**config.mk**
```make
export PLATFORM = sky130hd
export DESIGN_NAME = polinomio_horner_param
export DESIGN_NICKNAME = d
export VERILOG_FILES = /design/src/rtl/polinomio_horner_param.sv
export SDC_FILE = /design/constraint.sdc
export NUM_CORES = 1
export LEC_CHECK = 0
export CORE_MARGIN = 2
export CORE_UTILIZATION = 40
export CTS_BUF_LIST = sky130_fd_sc_hd__clkbuf_4 sky130_fd_sc_hd__clkbuf_8
export DETAILED_ROUTE_END_ITERATION = 8
export HOLD_SLACK_MARGIN = 0.05
export PLACE_DENSITY = 0.69
export SLEW_MARGIN = 0
export SYNTH_ARGS = -nofsm -noshare
export SYNTH_HDL_FRONTEND = slang
export SYNTH_SLANG_ARGS = --single-unit
```
**constraint.sdc**
```tcl
create_clock -name ck -period 6.8 [get_ports ck]
set_clock_uncertainty 0.05 [all_clocks]
set_input_delay 1.02 -clock ck [delete_from_list [all_inputs] [get_ports ck]]
set_output_delay 1.02 -clock ck [all_outputs]
set_load 0.05 [all_outputs]
```
**src/rtl/polinomio_horner_param.sv**
```systemverilog
// polinomio_horner_param: multi-cycle Horner polynomial evaluator with one shared multiplier and adder.
module polinomio_horner_param #(
    parameter int W    = 16,
    parameter int GRAU = 3
) (
    input  logic                    ck,
    input  logic                    rst,
    input  logic                    inicio,
    input  logic [W-1:0]            X,
    input  logic [(GRAU+1)*W-1:0]   COEF,
    output logic [W-1:0]            Resultado,
    output logic                    pronto,
    output logic                    overflow,
    output logic                    ocupado
);
    localparam int CW = (GRAU + 1 > 1) ? $clog2(GRAU + 1) : 1;

    typedef enum logic [1:0] {OCIOSO, MULT, SOMA, FIM} estado_t;

    estado_t                  estado, prox;
    logic signed [W-1:0]      acc, xc;
    logic signed [2*W-1:0]    mul;
    logic [W-1:0]             prod, ak, soma;
    logic [CW-1:0]            cnt;
    logic [(GRAU+1)*W-1:0]    coefc;
    logic [W-1:0]             a [GRAU+1];
    logic                     ov_mul, ov_soma;

    for (genvar k = 0; k <= GRAU; k++) begin : g_coef
        assign a[k] = coefc[k*W +: W];
    end

    // only the low half of the product feeds the adder; the high half is consumed by the overflow test
    assign mul      = acc * xc;
    assign ov_mul   = !(&mul[2*W-1:W-1] || ~|mul[2*W-1:W-1]);
    assign ak       = a[cnt - 1'b1];
    assign soma     = prod + ak;
    assign ov_soma  = (prod[W-1] == ak[W-1]) && (soma[W-1] != ak[W-1]);
    assign ocupado  = (estado == MULT) || (estado == SOMA);

    always_ff @(posedge ck or negedge rst) begin
        if (!rst) estado <= OCIOSO;
        else      estado <= prox;
    end

    always_comb begin
        prox = estado;
        unique case (estado)
            OCIOSO, FIM: prox = inicio ? MULT : estado;
            MULT:        prox = SOMA;
            SOMA:        prox = (cnt == CW'(1)) ? FIM : MULT;
            default:     prox = OCIOSO;
        endcase
    end

    always_ff @(posedge ck or negedge rst) begin
        if (!rst) begin
            acc       <= '0;
            xc        <= '0;
            prod      <= '0;
            cnt       <= '0;
            coefc     <= '0;
            Resultado <= '0;
            pronto    <= 1'b0;
            overflow  <= 1'b0;
        end else begin
            unique case (estado)
                OCIOSO, FIM: if (inicio) begin
                    xc       <= X;
                    coefc    <= COEF;
                    acc      <= COEF[GRAU*W +: W];
                    cnt      <= CW'(GRAU);
                    overflow <= 1'b0;
                    pronto   <= 1'b0;
                end
                MULT: begin
                    prod <= mul[W-1:0];
                    if (ov_mul) overflow <= 1'b1;
                end
                SOMA: begin
                    acc <= soma;
                    cnt <= cnt - 1'b1;
                    if (ov_soma) overflow <= 1'b1;
                    if (cnt == CW'(1)) begin
                        Resultado <= soma;
                        pronto    <= 1'b1;
                    end
                end
                default: ;
            endcase
        end
    end
endmodule

```
==> impl_metrics.csv <==
group,metric,value,unit
outcome,outcome,"complete, no violations",
final_layout,layout_commonest_cell,"inv_1",
clocking,cts_tree,"yes",
clocking,hold_buffers,0,
worst_setup_path,cp_max_fo,9,
final_layout,stdcell_area,19500,um^2
route,drc,0,
floorplanning,die_w,206,um
synthesis,yosysUniqueCellTypes,75,
min_path,hold_path_depth,2,
synthesis,ys_warn_count,0,
clocking,cts_root_buffer,"clkbuf_8",
worst_setup_path,crit_slowest_cell,"fa_1",
timing,fmax,151,MHz
floorplanning,std_cell_rows,74,
timing,slew_violations,0,
worst_setup_path,worst_setup_path_end_kind,"flop",
route,drt_iter0_drc,665,
placement,hpwl,32.7,mm
job,drv_cap,0,
worst_setup_path,worstPathRequired,7.13,ns
final_layout,layout.nets,2213,
worst_setup_path,cp_cell_sequence,"buf_12 -> buf_6 -> nand2_1 -> fa_1 -> fa_1 -> fa_1 -> fa_1 -> fa_1 -> fa_1 -> inv_1 -> ha_1 -> a21oi_2 -> o21ai_2 -> buf_4 -> a211o_1 -> o211ai_1 -> o2111ai_2 -> nor4b_2 -> nand4_1 -> o311ai_2 -> o21ai_2 -> a22o_1",
final_layout,area_growth,18.9,%
route,vias,12025,
final_layout,most-common-layout-cells,"inv_1 (263), fa_1 (258), nand2_1 (186), dfrtp_1 (108), mux2_2 (107)",
floorplanning,core-area,40600,um^2
route,viasPerCell,5.20,
timing,hold_viol_final,0,
grt,grt_max_degree,73,
placement,routabilityCongestion,0.868,
min_path,min_path_type,"reg -> reg",
grt,track_usage,0.198,
synthesis,syn_inst,1600,
route,drtPass1Iterations,4,
grt,grt_overflow,0,
synthesis,synth_area,16400,um^2
synthesis,yosysSeqAreaShare,0.205,
clocking,clk_path_buf_depth,2,
final_layout,antenna_cells,0,
floorplanning,fp.dieH,206,um
worst_setup_path,r2r_cells,22,
final_layout,fillers,3602,
worst_setup_path,worstPathArrival,6.96,ns
timing,tightest_slew,0.938,ns
worst_setup_path,crit_top_cell,"fa_1",
grt,antenna_found_initial,0,
synthesis,ys_seq_elements,134,
synthesis,synth_top_flop_cell,"dfrtp_1",
timing,rsz0062_at_grt,"true",
route,drtAntennaViolNets,0,
worst_setup_path,regToRegStartpoint,"acc[7]$_DFFE_PN0P_",
clocking,clkSlewWorstSetupHoldPaths,0.11,ns
worst_setup_path,worst_path_largest_cell_delay,0.61,ns
final_layout,seq_area,3390,um^2
timing,finalSetupViolCount,0,
min_path,holdPathEnd,"Resultado[2]$_DFFE_PN0P_",
worst_setup_path,path_buf_inv,4,
grt,grt_pass1_wl,66.4,mm
clocking,cts_max_level,4,
worst_setup_path,r2r-end,"overflow$_DFFE_PN0P_",
final_layout,multi_input_area,12100,um^2
worst_setup_path,crit_family,"adder cells",
synthesis,synth_edf_count,0,
min_path,min_from,"Resultado[2]$_DFFE_PN0P_",
floorplanning,io_pins,102,
final_layout,finish.utilization,0.479,
route,wl_per_cell,17.4,um
timing,fin_crit_sh,0.975,
worst_setup_path,r2r_setup_slack,0.17,ns
synthesis,synth.area.top_cells,"fa_1 (32%), dfrtp_1 (20%), ha_1 (7.7%)",
grt,grt_pass1_vias,12739,
synthesis,postSynth.asyncResetShare,1.00,
synthesis,synth_top_area_cell,"fa_1",
route,routed_wl,40.1,mm
final_layout,drive_gt1_frac,0.209,
synthesis,synth_top_area_frac,0.321,
placement,dpl_cell_area,18400,um^2
clocking,cts_buffers,17,
timing,hold_ws,0.459,ns
placement,io_buffers,101,
clocking,clock_sinks,134,
clocking,insertion_delay,0.50,ns
worst_setup_path,start_kind,"flop",
timing,max_slew_margin,0.375,
worst_setup_path,worstSetupPathType,"reg -> reg",
floorplanning,initial_core_util,0.403,
floorplanning,die_area,42600,um^2
synthesis,synth_nets,2047,
synthesis,avgSynthCellArea,10.2,um^2
timing,fin_crit,6.63,ns
-- synthesized netlist by cell type, types with 4 or more instances --
master,number
buf_1,6
dfrtp_1,134
mux2_2,107
nand2b_1,13
and4_1,4
a31oi_1,6
ha_1,101
a21o_1,8
clkbuf_1,54
nor4_1,4
fa_1,263
inv_1,269
o21bai_1,4
nand3_1,15
nand2_1,191
nor2_1,35
o2111ai_1,4
a211oi_1,7
a21oi_1,38
nor3_1,19
or3_1,6
mux4_2,15
o211ai_1,10
mux2i_1,14
o21ai_0,44
nand4_1,5
xnor2_1,31
o31ai_1,6
and2_1,107
xor2_1,5
-- cell type report --
class	instances	area share
clock buffers	17	0.0120
clock inverters	15	0.00905
inverters	269	0.0520
multi-input cells	1130	0.620
flip-flops and latches	134	0.174
well taps	532	0.0342
repair buffers	214	0.0987
-- worst reg2reg max path: cells and delay by family, from the launching register on --
kind / cells / cell delay [ns]
flops: 1 / 0.44
fa+ha+maj: 7 / 3.51
buf+inv: 4 / 0.46
simple gates: 3 / 0.51
compound gates: 8 / 1.58
-- flip-flops by register name (all words and copies together), names as in the netlist --
signal	cells
coefc	64
Resultado	16
acc	16
prod	16
xc	16
cnt	2
estado	2
overflow	1
pronto	1
-- kinds of logic after synthesis --
| logic type | after synthesis | synth area share |
|---|---|---|
| flip-flops | 134 | 0.205 |
| multiplexers | 137 | 0.104 |
| AND/OR/NAND/NOR | 425 | 0.128 |
| buffers and inverters | 336 | 0.0781 |
| adder cells (fa/ha/maj) | 364 | 0.398 |
| AO/OA/AOI/OAI | 168 | 0.0679 |
| XOR/XNOR | 36 | 0.0192 |
-- worst max-delay path by stage --
stage / startpoint / slack (ns) / depth (start not counted) / end
2_1_floorplan: acc[9]$_DFFE_PN0P_ / 0.23 / 25 / overflow$_DFFE_PN0P_
3_3_place_gp: xc[1]$_DFFE_PN0P_ / -0.02 / 22 / overflow$_DFFE_PN0P_
3_5_place_dp: xc[6]$_DFFE_PN0P_ / -0.09 / 25 / overflow$_DFFE_PN0P_
4_1_cts: xc[2]$_DFFE_PN0P_ / 0.005 / 22 / overflow$_DFFE_PN0P_
5_1_grt: acc[5]$_DFFE_PN0P_ / -0.13 / 20 / overflow$_DFFE_PN0P_
6_report: acc[7]$_DFFE_PN0P_ / 0.17 / 22 / overflow$_DFFE_PN0P_
-- repair_timing --
action	in CTS	in global routing
endpoints found under the setup margin	1	1
gates resized for setup	12	111
pin swaps	0	47
cloned	0	0
setup buffers	1	28
-- metal layers --
layer	wire [um]	share of wire	global-route usage	vias up
li1	-	-	-	5452
met1	17900	0.45	0.278	6164
met2	19200	0.48	0.316	333
met3	2080	0.052	0.0309	76
met4	1010	0.025	0.0561	0
met5	0	0	0	-
-- per-stage QoR --
step / setup WS (ns) / setup TNS (ns) / cells
6_report: 0.168 / 0 / 2311
2_1_floorplan: 0.226 / 0 / 1600
3_3_place_gp: -0.0163 / -0.0163 / 2250
5_1_grt: -0.126 / -0.126 / 2311
3_5_place_dp: -0.0867 / -0.0867 / 2250
4_1_cts: 0.00471 / 0 / 2283
Power is not shown: default switching activity piles up to over one toggle a cycle in this logic, so the estimate is an artifact.
